===== config.mk =====
export PLATFORM = sky130hd
export DESIGN_NAME = serial_frame_buffer
export DESIGN_NICKNAME = d
export VERILOG_FILES = /design/src/rtl/serial_frame_buffer_pkg.sv /design/src/rtl/serial_frame_lane.sv /design/src/rtl/serial_frame_buffer.sv
export SDC_FILE = /design/constraint.sdc
export NUM_CORES = 1
export LEC_CHECK = 0
export ABC_AREA = 0
export CORE_UTILIZATION = 50
export DETAILED_ROUTE_END_ITERATION = 10
export PLACE_DENSITY = 0.83
export SYNTH_ARGS = -nofsm -noshare
export SYNTH_HDL_FRONTEND = slang
export SYNTH_SLANG_ARGS = --single-unit

===== constraint.sdc =====
create_clock -name clk -period 57.8 [get_ports clk]
set_input_delay 11.56 -clock clk [delete_from_list [all_inputs] [get_ports clk]]
set_output_delay 11.56 -clock clk [all_outputs]
set_load 0.02 [all_outputs]

===== src/rtl/serial_frame_buffer_pkg.sv =====
// Shared types and helpers for the multi-lane serial frame buffer.
// The PARITY state exists only when FRAME_PARITY_EN is defined.
package serial_frame_buffer_pkg;

    typedef enum logic [1:0] {
        ST_IDLE   = 2'd0,
        ST_SHIFT  = 2'd1,
`ifdef FRAME_PARITY_EN
        ST_PARITY = 2'd2,
`endif
        ST_DONE   = 2'd3
    } sfb_state_t;

    // Counter width for a count of 'value' states; never narrower than one bit.
    function automatic int clog2_min1(input int value);
        return (value <= 2) ? 1 : $clog2(value);
    endfunction

endpackage


===== src/rtl/serial_frame_lane.sv =====
// One serial lane: holding register, shift register with selectable bit order,
// and (with FRAME_PARITY_EN) an even-parity bit captured at frame start.
module serial_frame_lane
    import serial_frame_buffer_pkg::*;
#(
    parameter int WIDTH     = 128,
    parameter int MSB_FIRST = 1
) (
    input  logic             clk,
    input  logic             rst,
    input  logic [WIDTH-1:0] data,
    input  logic             load_en,
    input  logic             start,
    input  logic             shift,
`ifdef FRAME_PARITY_EN
    input  logic             par_sel,
`endif
    output logic             bit_out
);

    logic [WIDTH-1:0] hold_q;
    logic [WIDTH-1:0] shreg_q;
    logic [WIDTH-1:0] frame_word;
    logic             data_bit;

    // A load in the same cycle as start must transmit the newly loaded word.
    assign frame_word = load_en ? data : hold_q;

    always_ff @(posedge clk or posedge rst) begin
        if (rst) begin
            hold_q <= '0;
        end else if (load_en) begin
            hold_q <= data;
        end
    end

    always_ff @(posedge clk or posedge rst) begin
        if (rst) begin
            shreg_q <= '0;
        end else if (start) begin
            shreg_q <= frame_word;
        end else if (shift) begin
            shreg_q <= (MSB_FIRST != 0) ? (shreg_q << 1) : (shreg_q >> 1);
        end
    end

    assign data_bit = (MSB_FIRST != 0) ? shreg_q[WIDTH-1] : shreg_q[0];

`ifdef FRAME_PARITY_EN
    logic parity_q;

    always_ff @(posedge clk or posedge rst) begin
        if (rst) begin
            parity_q <= 1'b0;
        end else if (start) begin
            parity_q <= ^frame_word;
        end
    end

    assign bit_out = par_sel ? parity_q : data_bit;
`else
    assign bit_out = data_bit;
`endif

endmodule


===== src/rtl/serial_frame_buffer.sv =====
// Multi-channel parallel-to-serial frame buffer: FSM, slot/bit counters and status.
// Define FRAME_PARITY_EN to append one even-parity bit per lane after the data bits.
module serial_frame_buffer
    import serial_frame_buffer_pkg::*;
#(
    parameter int WIDTH      = 128,
    parameter int CHANNELS   = 2,
    parameter int BIT_CYCLES = 1,
    parameter int MSB_FIRST  = 1
) (
    input  logic                      clk,
    input  logic                      rst,
    input  logic                      load,
    input  logic [CHANNELS*WIDTH-1:0] data_in,
    input  logic                      send,
    output logic                      ready,
    output logic                      busy,
    output logic                      bit_valid,
    output logic                      bit_start,
    output logic [CHANNELS-1:0]       bits_out,
    output logic                      done
);

    localparam int SW = clog2_min1(BIT_CYCLES);
    localparam int BW = clog2_min1(WIDTH);
    localparam logic [SW-1:0] SLOT_LAST = SW'(BIT_CYCLES - 1);
    localparam logic [BW-1:0] BIT_LAST  = BW'(WIDTH - 1);

    sfb_state_t          state_q;
    sfb_state_t          state_d;
    logic [SW-1:0]       slot_q;
    logic [BW-1:0]       bit_q;
    logic                load_en;
    logic                start;
    logic                shift;
    logic                active;
    logic                last_slot;
    logic                last_bit;
    logic [CHANNELS-1:0] lane_bit;

    assign load_en   = (state_q == ST_IDLE) && load;
    assign last_slot = (slot_q == SLOT_LAST);
    assign last_bit  = (bit_q == BIT_LAST);
`ifdef FRAME_PARITY_EN
    assign active    = (state_q == ST_SHIFT) || (state_q == ST_PARITY);
`else
    assign active    = (state_q == ST_SHIFT);
`endif

    always_comb begin
        state_d = state_q;
        start   = 1'b0;
        shift   = 1'b0;
        case (state_q)
            ST_IDLE: begin
                if (send) begin
                    start   = 1'b1;
                    state_d = ST_SHIFT;
                end
            end
            ST_SHIFT: begin
                if (last_slot) begin
                    shift = 1'b1;
                    if (last_bit) begin
`ifdef FRAME_PARITY_EN
                        state_d = ST_PARITY;
`else
                        state_d = ST_DONE;
`endif
                    end
                end
            end
`ifdef FRAME_PARITY_EN
            ST_PARITY: begin
                if (last_slot) begin
                    state_d = ST_DONE;
                end
            end
`endif
            ST_DONE: begin
                state_d = ST_IDLE;
            end
            default: begin
                state_d = ST_IDLE;
            end
        endcase
    end

    always_ff @(posedge clk or posedge rst) begin
        if (rst) begin
            state_q <= ST_IDLE;
        end else begin
            state_q <= state_d;
        end
    end

    // Slot counter paces each bit; bit counter advances only on a slot wrap in SHIFT.
    always_ff @(posedge clk or posedge rst) begin
        if (rst) begin
            slot_q <= '0;
            bit_q  <= '0;
        end else if (active) begin
            slot_q <= last_slot ? '0 : slot_q + 1'b1;
            if ((state_q == ST_SHIFT) && last_slot) begin
                bit_q <= last_bit ? '0 : bit_q + 1'b1;
            end
        end else begin
            slot_q <= '0;
            bit_q  <= '0;
        end
    end

    for (genvar c = 0; c < CHANNELS; c++) begin : g_lane
        serial_frame_lane #(
            .WIDTH     (WIDTH),
            .MSB_FIRST (MSB_FIRST)
        ) u_lane (
            .clk     (clk),
            .rst     (rst),
            .data    (data_in[c*WIDTH +: WIDTH]),
            .load_en (load_en),
            .start   (start),
            .shift   (shift),
`ifdef FRAME_PARITY_EN
            .par_sel (state_q == ST_PARITY),
`endif
            .bit_out (lane_bit[c])
        );
    end

    assign ready     = (state_q == ST_IDLE);
    assign busy      = (state_q != ST_IDLE);
    assign bit_valid = active;
    assign bit_start = active && (slot_q == '0);
    assign done      = (state_q == ST_DONE);
    assign bits_out  = active ? lane_bit : '0;

endmodule


==> impl_metrics.yaml <==
clock_network:
  clk_pin_slew_ns: 0.06
  clkLatencyLatePin_ns: 0.60
  cts_buffers: 55
  cts-hold-fix-buffers: 0
  cts-htree-levels: 2
  post_cts_buffers: 0
  cts_tree: "built"
  cts_root_buffer: "clkbuf_16"
  clock_sinks: 521
  ctsResizeCount: 0
  ctsLongestPathBuffers: 3
yosys:
  syn_area_sq_um: 24300
  syn_nets: 2544
  syn_inst: 2283
  yosysTopAreaCell: "dfrtp_1"
  synth_commonest_cells: "dfrtp_1, nor2_1, mux2_2"
  synth.avg_cell_area_sq_um: 10.6
  synth_cell_type_count: 28
  synth_most_common_cell: "dfrtp_1"
  ys_seq_elements: 521
  async_flop_share: 1.00
  yosys_most_used_dff: "dfrtp_1"
  synth_top_area_frac: 0.537
  synth_area_leaders: "dfrtp_1, mux2_2, o31ai_1"
  synth-seq-area-share: 0.537
  yosysWarnings: 0
  synth_edf_count: 0
timing:
  whs_ns: 0.475
  slew_viol_final: 0
  max_freq_ghz: 0.0700
  fin_crit_ns: 14.29
  hold_viol: 0
  setup_slack_ns: 43.51
  final.setup_skew_ns: 0.0221
  worst_pin_slew_ns: 1.28
  rsz0062_at_grt: "no"
  period_share: 0.247
  setup_viol: 0
  slew_headroom: 0.149
  fin_setup_tns_ns: 0
power:
  power_density_nw_per_um2: 32.0
  peakVddDrop_uv: 24.8
  total_power_mw: 0.930
  p_leak_nw: 11.4
floorplan:
  die_h_um: 222
  dieArea_sq_um: 49400
  fp.dieW_um: 222
  num_rows: 80
  io_pins: 267
  start_util: 0.507
  coreArea_sq_um: 47800
run:
  maxCapViolations: 0
worst_setup_path:
  cp.arrival_ns: 14.71
  setup.worst_path.start_class: "input pin"
  worstSetupPathType: "input pin to flop"
  endpoint_kind: "flop"
  cp.required_ns: 58.21
  crit_fanout: 145
placement:
  gp_congestion: 0.784
  hpwl_um: 33500
  io_buffers: 266
  placed_cell_area_sq_um: 27100
  numPlacedInstances: 2987
  dp_slack_ns: 43.03
global_route:
  grt_usage: 0.227
  antenna_found_initial: 10
  grt_pass1_vias: 18200
  grt-ovfl-total: 0
  grt_pass1_wl_um: 92300
  grt_max_degree: 264
drt:
  drt-total-wl_um: 55700
  drtIter0Drc: 1456
  first_pass_iters: 6
  drc: 0
  num_vias: 17900
  vias_per_cell: 5.79
  wl_per_cell_um: 18.0
  ant_nets: 0
outcome:
  outcome: "complete, no violations"
final_layout:
  fin_nets: 2690
  finish.instance_area_sq_um: 29100
  utilization: 0.607
  drive_above_1_share: 0.151
  areaGrowthSynthToFinish_pct: 19.7
  final_cell_count_no_fill: 3090
worst_hold_path:
  hp-class: "flop to flop"
[metal layers]
layer | global-route usage | wire, um
met1 | 0.302 | 24200
met2 | 0.376 | 27200
met3 | 0.0395 | 2830
met4 | 0.0730 | 1410
met5 | 0 | 62
[final timing paths]
path	startpoint	endpoint	slack [ns]	cells past startpoint
worst max-delay path	load	g_lane[1].u_lane.shreg_q[78]$_DFFE_PP0P_	43.51	6
worst min-delay path	g_lane[1].u_lane.shreg_q[127]$_DFFE_PP0P_	g_lane[1].u_lane.shreg_q[127]$_DFFE_PP0P_	0.47	2
worst max register to register	state_q[0]$_DFFE_PP0P_	g_lane[1].u_lane.shreg_q[78]$_DFFE_PP0P_	54.55	5
worst min register to register	g_lane[1].u_lane.shreg_q[127]$_DFFE_PP0P_	g_lane[1].u_lane.shreg_q[127]$_DFFE_PP0P_	0.47	2
max in group asynchronous	rst	g_lane[1].u_lane.shreg_q[48]$_DFFE_PP0P_	43.83	4
min in group asynchronous	rst	g_lane[0].u_lane.hold_q[49]$_DFF_PP0_	11.60	2
[kinds of logic (layout without fill, tap and decap cells)]
family / after synthesis / after routing / share of synthesized area
xor+xnor: 3 / 3 / 0.00108
other cells: 0 / 4 / 0
compound gates: 516 / 516 / 0.159
fa+ha+maj: 1 / 1 / 0.000515
flops: 521 / 521 / 0.537
simple gates: 782 / 782 / 0.149
buf+inv: 204 / 392 / 0.0343
mux: 256 / 256 / 0.119
[cell usage in the layout, fill, tap and decap left out, types with 3 or more instances in the layout]
cell type        instances
clkbuf_16               57
buf_12                   3
clkinv_2                 8
o31ai_1                255
a211oi_1               254
clkdlybuf4s50_1        265
clkbuf_8                17
buf_4                   18
bufinv_16                5
diode_2                  4
nand2_1                255
mux2_2                 256
nor2b_1                254
nor2_1                 259
dfrtp_1                521
inv_1                    5
and2_1                   4
clkbuf_1                10
[layout make-up]
type                       count  area (sq um)
clock inverter                15           210
sequential                   521         13000
inverter                       6          30.0
antenna                        4          10.0
multi-input combinational   1558         10400
tap                          615           769
timing repair buffer         287          2860
clock buffer                  84          1700
fill                        3745         18800
[critical path: stages]
cell and delay, ns:
buf_8 0.61, buf_4 0.97, buf_4 0.88, nor2b_1 0.10, a211oi_1 0.27, o31ai_1 0.12
[report_power, final]
part / total, mW / internal [mW] / switching, mW
Clock: 0.368 / 0.224 / 0.144
Sequential: 0.444 / 0.417 / 0.0273
Combinational: 0.119 / 0.0656 / 0.0533
[flip-flops by register name, summed over array words and instances, names as in the netlist]
| name | flops |
|---|---|
| state_q | 2 |
| g_lane.u_lane.shreg_q | 256 |
| g_lane.u_lane.hold_q | 256 |
| bit_q | 7 |
Power figures use the tool's default switching activity.
